$ cat config.mk
export PLATFORM = sky130hd
export DESIGN_NAME = ea_sequencer
export DESIGN_NICKNAME = d
export VERILOG_FILES = /design/src/rtl/ea_sequencer.sv
export SDC_FILE = /design/constraint.sdc
export NUM_CORES = 1
export LEC_CHECK = 0
export CAP_MARGIN = 30
export CORE_UTILIZATION = 30
export DETAILED_ROUTE_END_ITERATION = 6
export HOLD_SLACK_MARGIN = 0.15
export PLACE_DENSITY = 0.59
export SETUP_SLACK_MARGIN = 0.3
export SYNTH_ARGS = -nofsm -noshare
export SYNTH_HDL_FRONTEND = slang
export SYNTH_SLANG_ARGS = --single-unit
$ cat constraint.sdc
create_clock -name CLK -period 1.8 [get_ports CLK]
set_clock_uncertainty 0.2 [all_clocks]
set_input_delay 0.27 -clock CLK [delete_from_list [all_inputs] [get_ports CLK]]
set_output_delay 0.27 -clock CLK [all_outputs]
set_load 0.1 [all_outputs]
$ cat src/rtl/ea_sequencer.sv
// PDP-8 effective-address sequencer: resolves direct, indirect and auto-index
// operand addresses, running the pointer read and read-increment-write cycles.
module ea_sequencer (
    input  logic        CLK,
    input  logic        RESET_N,
    input  logic        START,
    input  logic [6:0]  IR,
    input  logic [11:0] PCLATCHED,
    input  logic        DIR,
    input  logic        IND,
    input  logic        PPIND,
    input  logic        MP,
    output logic [11:0] MEM_ADDR,
    output logic        MEM_RD,
    output logic        MEM_WR,
    output logic [11:0] MEM_WDATA,
    input  logic [11:0] MEM_RDATA,
    input  logic        MEM_ACK,
    output logic [11:0] EA,
    output logic        EA_VALID,
    output logic        BUSY
);

    typedef enum logic [1:0] {
        IDLE     = 2'd0,
        DEFER_RD = 2'd1,
        AUTO_WR  = 2'd2,
        DONE     = 2'd3
    } state_t;

    state_t      state, state_nxt;
    logic        auto_inc, auto_inc_nxt;
    logic [11:0] ea_nxt, addr_nxt, wdata_nxt;
    logic        rd_nxt, wr_nxt;
    logic [11:0] pa;

    assign pa = MP ? {PCLATCHED[11:7], IR} : {5'b0, IR};

    always_comb begin
        state_nxt    = state;
        auto_inc_nxt = auto_inc;
        ea_nxt       = EA;
        addr_nxt     = MEM_ADDR;
        wdata_nxt    = MEM_WDATA;
        rd_nxt       = MEM_RD;
        wr_nxt       = MEM_WR;
        unique case (state)
            IDLE: begin
                if (START) begin
                    if (PPIND || IND) begin
                        addr_nxt     = pa;
                        rd_nxt       = 1'b1;
                        auto_inc_nxt = PPIND;
                        state_nxt    = DEFER_RD;
                    end else if (DIR) begin
                        ea_nxt    = pa;
                        state_nxt = DONE;
                    end
                end
            end
            DEFER_RD: begin
                if (MEM_ACK) begin
                    rd_nxt = 1'b0;
                    if (auto_inc) begin
                        // Incremented pointer lives in MEM_WDATA until the write completes
                        wr_nxt    = 1'b1;
                        wdata_nxt = MEM_RDATA + 12'd1;
                        state_nxt = AUTO_WR;
                    end else begin
                        ea_nxt    = MEM_RDATA;
                        state_nxt = DONE;
                    end
                end
            end
            AUTO_WR: begin
                if (MEM_ACK) begin
                    wr_nxt    = 1'b0;
                    ea_nxt    = MEM_WDATA;
                    state_nxt = DONE;
                end
            end
            DONE: begin
                auto_inc_nxt = 1'b0;
                state_nxt    = IDLE;
            end
            default: state_nxt = IDLE;
        endcase
    end

    always_ff @(posedge CLK or negedge RESET_N) begin
        if (!RESET_N) begin
            state     <= IDLE;
            auto_inc  <= 1'b0;
            EA        <= '0;
            EA_VALID  <= 1'b0;
            BUSY      <= 1'b0;
            MEM_ADDR  <= '0;
            MEM_WDATA <= '0;
            MEM_RD    <= 1'b0;
            MEM_WR    <= 1'b0;
        end else begin
            state     <= state_nxt;
            auto_inc  <= auto_inc_nxt;
            EA        <= ea_nxt;
            EA_VALID  <= (state_nxt == DONE);
            BUSY      <= (state_nxt != IDLE);
            MEM_ADDR  <= addr_nxt;
            MEM_WDATA <= wdata_nxt;
            MEM_RD    <= rd_nxt;
            MEM_WR    <= wr_nxt;
        end
    end

endmodule

==> impl_metrics.tcl <==
set metrics [dict create \
    die-area_mm2 0.00789 \
    avgSynthCellArea_um2 10.3 \
    timing.rr.end "EA[5]" \
    viasPerCell 4.67 \
    worst_ep_required_time_ps 1780 \
    drtPass1Iterations 4 \
    die_h_um 88.8 \
    gp_congestion 0.815 \
    fin_ws_ps -56.3 \
    place_ws_ps -281 \
    violations "setup timing" \
    fin_area_mm2 0.00414 \
    tightest_slew_ps 554 \
    hp-class "reg -> reg" \
    cts_made_buffers 5 \
    worst_setup_path_start_kind "flip-flop" \
    period_minus_slack_ps 1860 \
    start_util_pct 31.2 \
    crit_chain "inv_2, ha_4, nor2_2, a21oi_1, and3_4, buf_4, mux2_4" \
    cts_tree "yes" \
    status "complete, but fails checks" \
    ioPinCount 79 \
    rsz0062_at_grt "true" \
    rows 31 \
    synthCells 219 \
    worstPathMaxFanout 4 \
    antenna_found_initial 0 \
    design.core.area_mm2 0.00725 \
    grt_pass1_wl_mm 10.0 \
    antenna_left 0 \
    reg2reg_depth 7 \
    nets 379 \
    grt_max_degree 44 \
    hpwl_mm 4.55 \
    worstHoldStart "MEM_ADDR[9]" \
    grt_pass1_vias 2083 \
    arrival_ps 1830 \
    placed_area_mm2 0.00374 \
    cts_max_path_buffers 2 \
    avgRoutedWirePerCell_um 14.7 \
    setup_violations 11 \
    cts.sinks 43 \
    vias 2023 \
    port_buffers 71 \
    drv_slew 0 \
    cpPeakStageDelay_ps 380 \
    reg2reg_slack_ps -60 \
    worstSetupPathType "reg -> reg" \
    synth-seq-cells 43 \
    drt_iter0_markers 93 \
    min_to "MEM_ADDR[9]" \
    max_freq_ghz 0.539 \
    maxCapViolCount 0 \
    slew_headroom_pct 63.0 \
    synth_area_mm2 0.00226 \
    antennaDiodeCount 0 \
    wl_mm 6.37 \
    cts-root-buf "clkbuf_8" \
    hold_depth 2 \
    area_growth_pct 83.1 \
    h-tree-depth 2 \
    slowest_stage "dfrtp_1" \
    ys_seq_area_share_pct 47.6 \
    crit_path_end_kind "flip-flop" \
    r2r-start "state[1]" \
    drive_above_1_share_pct 45.2 \
    clk_pin_slew_ps 80 \
    timing.final.crit_share_pct 103 \
    clkLatencyLatePin_ps 300 \
    synth.distinct_cells 37 \
    gr-total-overflow 0 \
    track_usage_pct 17.0 \
    post-route-util_pct 57.1 \
    die_x_um 88.8 \
    drc_errors 0 \
    yosys_warnings 0 \
    hold_violations 0 \
    syn-num-nets 265 \
]
==> routing by layer <==
layer / track usage, % / part of all wire (%) / vias to the layer above
li1: - / - / 992
met1: 20.8 / 43 / 973
met2: 28.9 / 50 / 49
met3: 4.48 / 5.4 / 9
met4: 6.45 / 1.8 / 0
met5: 0 / 0 / -
==> state kept, by name, indices dropped and copies added, names as in the netlist <==
register and count:
state 2, MEM_RD 1, EA 12, BUSY 1, EA_VALID 1, auto_inc 1
MEM_WDATA 12, MEM_WR 1, MEM_ADDR 12
==> area by class of cell <==
type	count	area [um^2]
clock buffer	7	76.3
clock inverter	1	5.00
fill	619	3110
inverter	7	26.3
multi-input combinational	157	1250
sequential	43	1080
tap	99	124
timing repair buffer	119	1580
==> cells in the mapped netlist, drive strengths merged <==
cell type / number / share of area (%)
a21boi: 1 / 0.33
xnor2: 8 / 3.1
nand3: 8 / 2.0
nor4: 1 / 0.55
a21bo: 1 / 0.44
o31ai: 1 / 0.55
dfrtp: 43 / 48
a32oi: 1 / 0.39
a32o: 1 / 0.44
a22oi: 12 / 4.0
clkbuf: 5 / 0.83
and3: 1 / 0.50
inv: 7 / 1.2
o21ai: 23 / 5.1
and2: 1 / 0.28
or2: 1 / 0.28
nand4: 1 / 0.28
or2b: 1 / 0.33
buf: 7 / 2.5
nor3: 3 / 0.66
mux2: 20 / 12
xor2: 2 / 0.77
a21oi: 18 / 4.0
mux2i: 1 / 0.44
nor2: 12 / 2.0
ha: 7 / 3.9
nor2b: 1 / 0.28
nand2: 29 / 4.9
nand2b: 1 / 0.28
o211ai: 1 / 0.55
==> placed cells by master, fill, tap and decap left out, drive strengths merged, types with 3 or more instances in the layout <==
| master | n |
|---|---|
| a21oi | 18 |
| a22oi | 12 |
| buf | 87 |
| clkbuf | 8 |
| clkdlybuf4s50 | 30 |
| dfrtp | 43 |
| ha | 7 |
| inv | 7 |
| mux2 | 20 |
| nand2 | 29 |
| nand3 | 8 |
| nor2 | 12 |
| nor3 | 3 |
| o21ai | 23 |
| xnor2 | 8 |
==> worst max path at each step <==
| stage | start | to | slack (ps) | cells past startpoint |
|---|---|---|---|---|
| floorplan | state[1] | EA[0] | -120 | 8 |
| detailed placement | START | EA[4] | -280 | 6 |
| finish | state[1] | EA[5] | -60 | 7 |
| global route | state[1] | EA[4] | -130 | 7 |
| global placement | START | EA[11] | -280 | 6 |
| CTS | state[1] | EA[9] | -70 | 7 |
==> timing repair <==
action / in CTS / in global routing
endpoints found under the hold margin: 43 / 0
cloned: 2 / 1
hold buffers: 1 / 0
buffers inserted: 5 / 3
gates resized for setup: 43 / 20
setup endpoints to repair: 43 / 43
pin swaps: 6 / 6
==> cells by family (layout without fill, tap and decap cells) <==
group / count (synthesis) / after routing / synth area share (%)
XOR/XNOR: 10 / 10 / 3.87
buffers and inverters: 19 / 134 / 4.48
flip-flops: 43 / 43 / 47.6
adder cells (fa/ha/maj): 7 / 7 / 3.87
multiplexers: 21 / 21 / 12.1
AND/OR/NAND/NOR: 60 / 60 / 12.3
AO/OA/AOI/OAI: 59 / 59 / 15.8
==> critical path: cells and delay by family (launching register included) <==
kind / cells / cell delay (ps)
DFF: 1 / 380
muxes: 1 / 290
buffers and inverters: 2 / 200
adders and majority gates: 1 / 270
AOI/OAI and AO/OA: 1 / 110
and+or+nand+nor: 2 / 290
==> per-stage QoR <==
stage / std cells / hold WS [ps] / TNS [ps]
after global routing: 433 / 357 / -1530
after floorplan: 219 / -226 / -1250
after CTS: 429 / 347 / -649
after detailed placement: 413 / 188 / -5550
final: 433 / 341 / -523
after global placement: 413 / 183 / -5110
Power is not shown: default switching activity piles up to over one toggle a cycle in this logic, so the estimate is an artifact.
